==> config.mk <==
export PLATFORM = sky130hd
export DESIGN_NAME = de_issue_queue
export DESIGN_NICKNAME = d
export VERILOG_FILES = /design/src/rtl/de_pkg.sv /design/src/rtl/de_predecode.sv /design/src/rtl/de_issue_queue.sv
export SDC_FILE = /design/constraint.sdc
export NUM_CORES = 1
export LEC_CHECK = 0
export ABC_AREA = 0
export ABC_CLOCK_PERIOD_IN_PS = 9900
export BUFFER_PORTS_ARGS = -buffer_cell sky130_fd_sc_hd__buf_4
export CAP_MARGIN = 20
export CORE_ASPECT_RATIO = 0.9
export CORE_MARGIN = 5
export CORE_UTILIZATION = 60
export DETAILED_ROUTE_END_ITERATION = 8
export GPL_ROUTABILITY_DRIVEN = 0
export PLACE_DENSITY_LB_ADDON = 0.25
export RECOVER_POWER = 100
export SKIP_LAST_GASP = 1
export SLEW_MARGIN = 20
export SYNTH_ARGS = -nofsm -noshare
export SYNTH_HDL_FRONTEND = slang
export SYNTH_SLANG_ARGS = --single-unit
==> constraint.sdc <==
create_clock -name clk -period 9.9 [get_ports clk]
set_input_delay 0.495 -clock clk [delete_from_list [all_inputs] [get_ports clk]]
set_output_delay 0.495 -clock clk [all_outputs]
set_load 0.1 [all_outputs]
==> src/rtl/de_pkg.sv <==
// Shared decode-front-end definitions: opcode/funct encodings and the
// predecode record that drives the alpha/beta pairing decision.
package de_pkg;

  localparam logic [5:0] OP_SPECIAL = 6'b000000;
  localparam logic [5:0] OP_REGIMM  = 6'b000001;
  localparam logic [5:0] OP_J       = 6'b000010;
  localparam logic [5:0] OP_JAL     = 6'b000011;
  localparam logic [5:0] OP_COP0    = 6'b010000;

  localparam logic [5:0] FN_JR      = 6'b001000;
  localparam logic [5:0] FN_JALR    = 6'b001001;
  localparam logic [5:0] FN_SYSCALL = 6'b001100;
  localparam logic [5:0] FN_BREAK   = 6'b001101;

  localparam logic [4:0] REG_RA     = 5'd31;

  typedef struct packed {
    logic       is_branch;
    logic       is_link;
    logic       is_mem;
    logic       is_priv;
    logic [4:0] dest;
    logic       dest_en;
    logic [4:0] rs;
    logic [4:0] rt;
  } pdec_t;

  // Younger instruction reads a register the older one writes ($0 never counts).
  function automatic logic raw_hazard(input pdec_t a, input pdec_t b);
    return a.dest_en && (a.dest != 5'd0) && ((a.dest == b.rs) || (a.dest == b.rt));
  endfunction

endpackage

==> src/rtl/de_predecode.sv <==
// Light combinational predecode of one queued instruction into the fields
// needed for issue pairing.
module de_predecode
  import de_pkg::*;
(
  input  logic [31:0] inst,
  output pdec_t       pd
);

  logic [5:0] op;
  logic [5:0] fn;
  logic       special;
  logic       link_regimm;

  assign op          = inst[31:26];
  assign fn          = inst[5:0];
  assign special     = (op == OP_SPECIAL);
  // BLTZAL/BGEZAL family: REGIMM with rt = 1000x
  assign link_regimm = (op == OP_REGIMM) && (inst[20:17] == 4'b1000);

  always_comb begin
    pd           = '0;
    pd.rs        = inst[25:21];
    pd.rt        = inst[20:16];
    pd.is_branch = (op == OP_REGIMM) || (op == OP_J) || (op == OP_JAL) ||
                   (op[5:2] == 4'b0001) ||
                   (special && ((fn == FN_JR) || (fn == FN_JALR)));
    pd.is_priv   = (op == OP_COP0) || (special && ((fn == FN_SYSCALL) || (fn == FN_BREAK)));
    pd.is_mem    = (op[5:4] == 2'b10);
    pd.is_link   = (op == OP_JAL) || link_regimm || (special && (fn == FN_JALR));
    if (special) begin
      pd.dest    = inst[15:11];
      pd.dest_en = 1'b1;
    end else if ((op[5:3] == 3'b001) || (op[5:3] == 3'b100) ||
                 ((op == OP_COP0) && (inst[25:21] == 5'b00000))) begin
      pd.dest    = inst[20:16];
      pd.dest_en = 1'b1;
    end else if ((op == OP_JAL) || link_regimm) begin
      pd.dest    = REG_RA;
      pd.dest_en = 1'b1;
    end
  end

endmodule

==> src/rtl/de_issue_queue.sv <==
// Fetch/decode decoupling queue presenting up to two instructions per cycle
// to the alpha/beta decoders. Dual issue is enabled by `define DE_DUAL_ISSUE_EN.
module de_issue_queue
  import de_pkg::*;
#(
  parameter int DEPTH = 8,
  parameter int PC_W  = 32
) (
  input  logic                     clk,
  input  logic                     rst_n,
  input  logic                     flush,
  input  logic [1:0]               in_valid,
  input  logic [63:0]              in_inst,
  input  logic [2*PC_W-1:0]        in_pc,
  output logic                     in_ready,
  input  logic                     issue_ready,
  output logic                     alpha_valid,
  output logic [31:0]              alpha_inst,
  output logic [PC_W-1:0]          alpha_pc,
  output logic                     beta_valid,
  output logic [31:0]              beta_inst,
  output logic [PC_W-1:0]          beta_pc,
  output logic [$clog2(DEPTH):0]   count
);

  localparam int PW        = $clog2(DEPTH);
  localparam int CW        = PW + 1;
  localparam int NUM_LANES = 2;

  logic [31:0]     inst_mem [DEPTH];
  logic [PC_W-1:0] pc_mem   [DEPTH];

  logic [PW-1:0] rd_ptr, wr_ptr, wr_ptr1;
  logic [CW-1:0] count_q, push_n, pop_n;

  logic [NUM_LANES-1:0][31:0]     head_inst;
  logic [NUM_LANES-1:0][PC_W-1:0] head_pc;
  pdec_t [NUM_LANES-1:0]          head_pd;

  logic occ1, occ2, do_push, push_two;
  logic unused_pd;

  generate
    for (genvar l = 0; l < NUM_LANES; l++) begin : g_lane
      logic [PW-1:0] idx;
      assign idx          = rd_ptr + PW'(l);
      assign head_inst[l] = inst_mem[idx];
      assign head_pc[l]   = pc_mem[idx];
      de_predecode u_pd (.inst(head_inst[l]), .pd(head_pd[l]));
    end
  endgenerate

  // Not every predecode field feeds the issue decision in every build.
  assign unused_pd = ^head_pd;

  assign occ1     = (count_q != '0);
  assign occ2     = (count_q >= CW'(2));
  assign in_ready = (count_q <= CW'(DEPTH - 2));
  assign do_push  = in_ready && in_valid[0];
  assign push_two = do_push && in_valid[1];
  assign wr_ptr1  = wr_ptr + PW'(1);

`ifdef DE_DUAL_ISSUE_EN
  logic raw, pair_ok;
  assign raw = raw_hazard(head_pd[0], head_pd[1]);

  // A branch always travels with its delay slot unless that slot is
  // privileged or consumes the branch's link register.
  always_comb begin
    pair_ok = 1'b0;
    if (head_pd[0].is_branch)
      pair_ok = !head_pd[1].is_priv && !raw;
    else
      pair_ok = !(head_pd[0].is_priv || head_pd[1].is_priv) &&
                !head_pd[1].is_branch &&
                !(head_pd[0].is_mem && head_pd[1].is_mem) &&
                !raw;
  end

  assign alpha_valid = occ1 && !(head_pd[0].is_branch && (count_q == CW'(1)));
  assign beta_valid  = occ2 && alpha_valid && pair_ok;
`else
  assign alpha_valid = occ1;
  assign beta_valid  = 1'b0;
`endif

  assign alpha_inst = occ1 ? head_inst[0] : '0;
  assign alpha_pc   = occ1 ? head_pc[0]   : '0;
  assign beta_inst  = occ2 ? head_inst[1] : '0;
  assign beta_pc    = occ2 ? head_pc[1]   : '0;
  assign count      = count_q;

  assign push_n = CW'(do_push) + CW'(push_two);
  assign pop_n  = issue_ready ? (CW'(alpha_valid) + CW'(beta_valid)) : '0;

  always_ff @(posedge clk or negedge rst_n) begin
    if (!rst_n) begin
      rd_ptr  <= '0;
      wr_ptr  <= '0;
      count_q <= '0;
    end else if (flush) begin
      rd_ptr  <= wr_ptr;
      count_q <= '0;
    end else begin
      wr_ptr  <= wr_ptr + push_n[PW-1:0];
      rd_ptr  <= rd_ptr + pop_n[PW-1:0];
      count_q <= count_q + push_n - pop_n;
    end
  end

  // Payload storage needs no reset: occupancy gates everything visible.
  always_ff @(posedge clk) begin
    if (!flush && do_push) begin
      inst_mem[wr_ptr] <= in_inst[31:0];
      pc_mem[wr_ptr]   <= in_pc[PC_W-1:0];
      if (push_two) begin
        inst_mem[wr_ptr1] <= in_inst[63:32];
        pc_mem[wr_ptr1]   <= in_pc[2*PC_W-1:PC_W];
      end
    end
  end

endmodule

==> Word level (Yosys, flattened, before mapping) <==
Memory sizes are Yosys's and may differ from the RTL's.
Cells that the tools add are included.
{ "totals": {"ff_bits": 10, "ramBits": 512, "in_bits": 134, "output_inout_bits": 135, "wordCells": 31, "n_memories": 2} }
{ "op_classes": {"n_addsub": 7, "order_cmp": 2, "n_mux": 12, "n_reduce_logical": 5} }
{ "mem_list": {"columns": ["name", "depth", "word_bits", "read_ports", "rd_ports_with_merged_regs", "wr", "line", "text"], "rows": [
  ["inst_mem", 8, 32, 2, 0, 2, "de_issue_queue.sv:30", "logic [31:0] inst_mem [DEPTH];"],
  ["pc_mem", 8, 32, 2, 0, 2, "de_issue_queue.sv:31", "logic [PC_W-1:0] pc_mem [DEPTH];"]
]} }
{ "ops": {"columns": ["op", "n"], "rows": [
  ["32-bit 2-to-1 mux", 4],
  ["3-bit by 1-bit adder with 3-bit output (second input constant)", 2],
  ["1-bit 2-to-1 mux", 6],
  ["4-bit by 2-bit adder with 4-bit output", 1],
  ["4-bit by 2-bit >= comparator with 1-bit output (second input constant)", 1],
  ["4-bit by 3-bit <= comparator with 1-bit output (second input constant)", 1],
  ["4-bit 2-to-1 mux", 1],
  ["4-bit nonzero test", 1],
  ["4-bit by 1-bit subtractor with 4-bit output", 1],
  ["3-bit by 1-bit adder with 3-bit output", 1],
  ["3-bit by 2-bit adder with 3-bit output", 1],
  ["1-bit logical AND", 3],
  ["3-bit 2-to-1 mux", 1],
  ["1-bit by 1-bit adder with 2-bit output", 1],
  ["1-bit logical NOT", 1]
]} }

==> Logic depth before layout (Yosys ltp) <==
{ "logic_depth": {"ltp_word": 7, "depth_mapped": 13, "depth_no_buf": 13} }

==> Least setup slack after synthesis <==
OpenSTA, ideal clock, no wires.
{ "synth_timing": {"path_type": "reg-to-reg", "startpoint": "register count_q[3] (netlist: count[3])", "endpoint": "memory inst_mem[5][0] (enable)", "setup_ns": 0.507, "arrival_time_ns": 4.882, "required_time_ns": 9.393, "path_slack_ns": 4.511, "path_stages_with_launch": 6, "path_buffers": 0, "synth_period_minus_slack_ns": 5.389, "cell_sequence": "dfrtp_1 -> inv_1 -> ha_1 -> nand2_1 -> o21ai_2 -> a21oi_1"} }
{ "synth_lines": {"columns": ["item", "line", "text"], "rows": [
  ["start, declared", "de_issue_queue.sv:34", "logic [CW-1:0] count_q, push_n, pop_n;"],
  ["start signal, assigned", "de_issue_queue.sv:107", "count_q <= count_q + push_n - pop_n;"],
  ["end, declared", "de_issue_queue.sv:30", null]
]} }

==> Final worst setup path <==
{ "layout_timing": {"startpoint": "register rd_ptr[0]", "endpoint": "output port beta_pc[31]"} }
{ "layout_between": {"elab_chain_len": 3} }
{ "layout_lines": {"columns": ["item", "line", "text"], "rows": [
  ["start, declared", "de_issue_queue.sv:33", "logic [PW-1:0] rd_ptr, wr_ptr, wr_ptr1;"],
  ["start signal, assigned", "de_issue_queue.sv:102", "rd_ptr <= wr_ptr;"],
  ["start signal, assigned", "de_issue_queue.sv:106", "rd_ptr <= rd_ptr + pop_n[PW-1:0];"],
  ["3-bit by 1-bit adder with 3-bit output", "de_issue_queue.sv:46", "assign idx = rd_ptr + PW'(l);"],
  ["memory read 8 x 32 bit", null, null],
  ["32-bit 2-to-1 mux", "de_issue_queue.sv:90", "assign beta_pc = occ2 ? head_pc[1] : '0;"],
  ["end, declared", "de_issue_queue.sv:22", "output logic [PC_W-1:0] beta_pc,"]
]} }
No other way between the ends.

==> flow_metrics.tcl <==
set metrics [dict create \
    status "finished with violations" \
    violations "capacitance limit, slew limit" \
    synth_edf_count 512 \
    die_area_um2 54100 \
    ys.flop_type "edfxtp_1" \
    rows 77 \
    drive_above_1_share 0.354 \
    fin_crit_ps 7300 \
    cp.required_ps 9410 \
    synth-seq-cells 522 \
    via_per_inst 7.13 \
    fin_area_um2 33500 \
    startpoint_type "flop" \
    synth_area_um2 29700 \
    hold_path_class "in -> reg" \
    grt_use_met1 0.419 \
    synth_compound_area_frac 0.0428 \
    yosys.area.top_type "edfxtp_1" \
    synth-adder-area-share 0.00640 \
    dpl_cell_area_um2 32300 \
    rsz0062_at_grt "false" \
    cts.clk_slew.worst_paths_ps 60 \
    synth_area_leaders "edfxtp_1, mux4_2, mux2_1" \
    setup_viol 0 \
    finClkSkew_ps 8.29 \
    fmax_mhz 137 \
    worst_pin_slew_ps 4920 \
    die_h_um 221 \
    grt_overflow 0 \
    drt-initial-drc-count 1792 \
    crit_fanout 54 \
    maxSlewViolCount 1139 \
    grt_pass1_vias 19200 \
    clkLatencyLatePin_ps 610 \
    syn2layout_area_growth_pct 12.8 \
    post_cts_resize_count 0 \
    synth_simple_gate_area_share 0.0105 \
    die_w_um 245 \
    ys_types 37 \
    end_kind "output port" \
    cts_tree "yes" \
    critPathKind "reg -> out" \
    detail-route-antenna-nets 0 \
    grt_max_degree 60 \
    drcViolationCount 0 \
    antenna_found_initial 9 \
    routedWlPerCell_um 32.2 \
    cts-root-buf "clkbuf_16" \
    numPortBuffers 267 \
    synth_top_family_by_area "multiplexers" \
    drt_wl_total_um 82300 \
    syn-instance-count 1670 \
    cts_buffers 55 \
    drv_cap 32 \
    finalSetupTns_ps 0 \
    hold_viol_final 0 \
    vias 18200 \
    busiest_layer "met2" \
    syn_area_per_cell_um2 17.8 \
    grt_pass1_wl_um 124000 \
    io_pins 269 \
    start_util 0.606 \
    grt_use_total 0.303 \
    synthXorXnorAreaFrac 0.00232 \
    clock-sinks 522 \
    use_met2 0.491 \
    synth_top_area_share 0.518 \
    startpoint "rd_ptr[0]" \
    clockBufferDepth 3 \
    cts.htree.levels 2 \
    hp-start "flush" \
    muxShareOfSynthArea 0.388 \
    fin_nets 2038 \
    slew_headroom -2.28 \
    core_area_um2 49000 \
    synthArstFlopShare 0.0192 \
    yosysSeqAreaShare 0.526 \
    grt.met3_usage 0.0720 \
    fin_crit_sh 0.737 \
    ys_warn_count 0 \
    arrival_ps 6810 \
    syn-num-nets 1818 \
    rr_startpoint "count[3]" \
    dr.pass1.iters 6 \
    dp_hpwl_um 45500 \
]
[area by class of cell]
type / count / area [um^2]
fillers: 3349 / 15500
multi-input cells: 996 / 13400
flip-flops and latches: 522 / 15600
clock inverters: 29 / 384
inverters: 14 / 52.6
diodes: 2 / 5.00
well taps: 632 / 791
repair buffers: 301 / 1810
clock buffers: 62 / 1450
[flip-flops by register name, indices dropped and copies added (netlist names)]
register  count
rd_ptr        3
wr_ptr        3
pc_mem      256
count         4
inst_mem    256
[critical path, stage by stage, from the launching register on]
cell and delay (ps):
dfrtp_1 2260, ha_4 790, buf_4 730, buf_4 830, mux4_2 380, a22o_1 140
clkbuf_1 980
[cell families (layout without fill, tap and decap cells)]
family,Yosys count,count (layout)
AO/OA/AOI/OAI,149,149
XOR/XNOR,7,7
adder cells (fa/ha/maj),14,14
buffers and inverters,152,406
flip-flops,522,522
multiplexers,768,768
other,1,3
AND/OR/NAND/NOR,57,57
[cell usage in the layout, fill, tap and decap left out, types with 2 or more instances in the layout]
cell       count
edfxtp_1     512
mux2_1       353
mux4_2       256
buf_4        180
mux2_2       159
a22o_1       128
clkbuf_1     124
clkbuf_16     57
nor2_1        18
inv_1         14
ha_1          11
clkinv_1      11
nand2_1       10
bufinv_16     10
dfrtp_1        9
clkinv_2       7
xnor2_1        6
a21oi_1        6
nor2b_1        5
nor3_1         5
o21ai_0        5
nor3b_1        3
nand3_1        3
nor2_4         3
nand2b_1       3
o2111ai_1      3
diode_2        2
nor4bb_1       2
a31oi_1        2
fa_1           2
[metrics by stage]
step	setup slack (ps)	std cells	hold WS (ps)	utilization
floorplan	4510	1670	199	-
global placement	4990	2463	341	0.658
detailed placement	4960	2463	342	0.658
CTS	4300	2555	157	0.695
global route	2040	2557	187	0.683
finish	2600	2558	192	0.683
[metal layers]
| metal | vias up | share of wire |
|---|---|---|
| met2 | 885 | 0.49 |
| met5 | - | 0.00097 |
| li1 | 7535 | - |
| met1 | 9627 | 0.38 |
| met4 | 12 | 0.029 |
| met3 | 167 | 0.095 |
[path summary, 6_finish.rpt]
| check | depth (start not counted) | slack [ps] | endpoint |
|---|---|---|---|
| worst min register to register | 2 | 710 | rd_ptr[2] |
| worst max-delay path | 6 | 2600 | beta_pc[31] |
| worst max register to register | 6 | 2710 | pc_mem[3][31] |
| max in group asynchronous | 2 | 8930 | rd_ptr[1] |
| min in group asynchronous | 2 | 480 | count[2] |
| worst min-delay path | 2 | 190 | count[0] |
[cell usage after synthesis (all sizes together), types with 3 or more instances]
cell type	count
buf	102
edfxtp	512
nand2	10
mux2	512
nor2	21
a22o	128
nand2b	3
mux4	256
clkbuf	36
ha	12
nor3	5
nand3	3
a21oi	7
xnor2	6
nor3b	3
dfrtp	10
o21ai	6
inv	14
o2111ai	3
nor2b	6
[what timing repair did]
item | 4_1_cts | 5_1_grt
endpoints found under the hold margin | 10 | 0
hold buffers | 1 | 0
setup buffers | 0 | 0
Power is not shown: default switching activity piles up to over one toggle a cycle in this logic, so the estimate is an artifact.
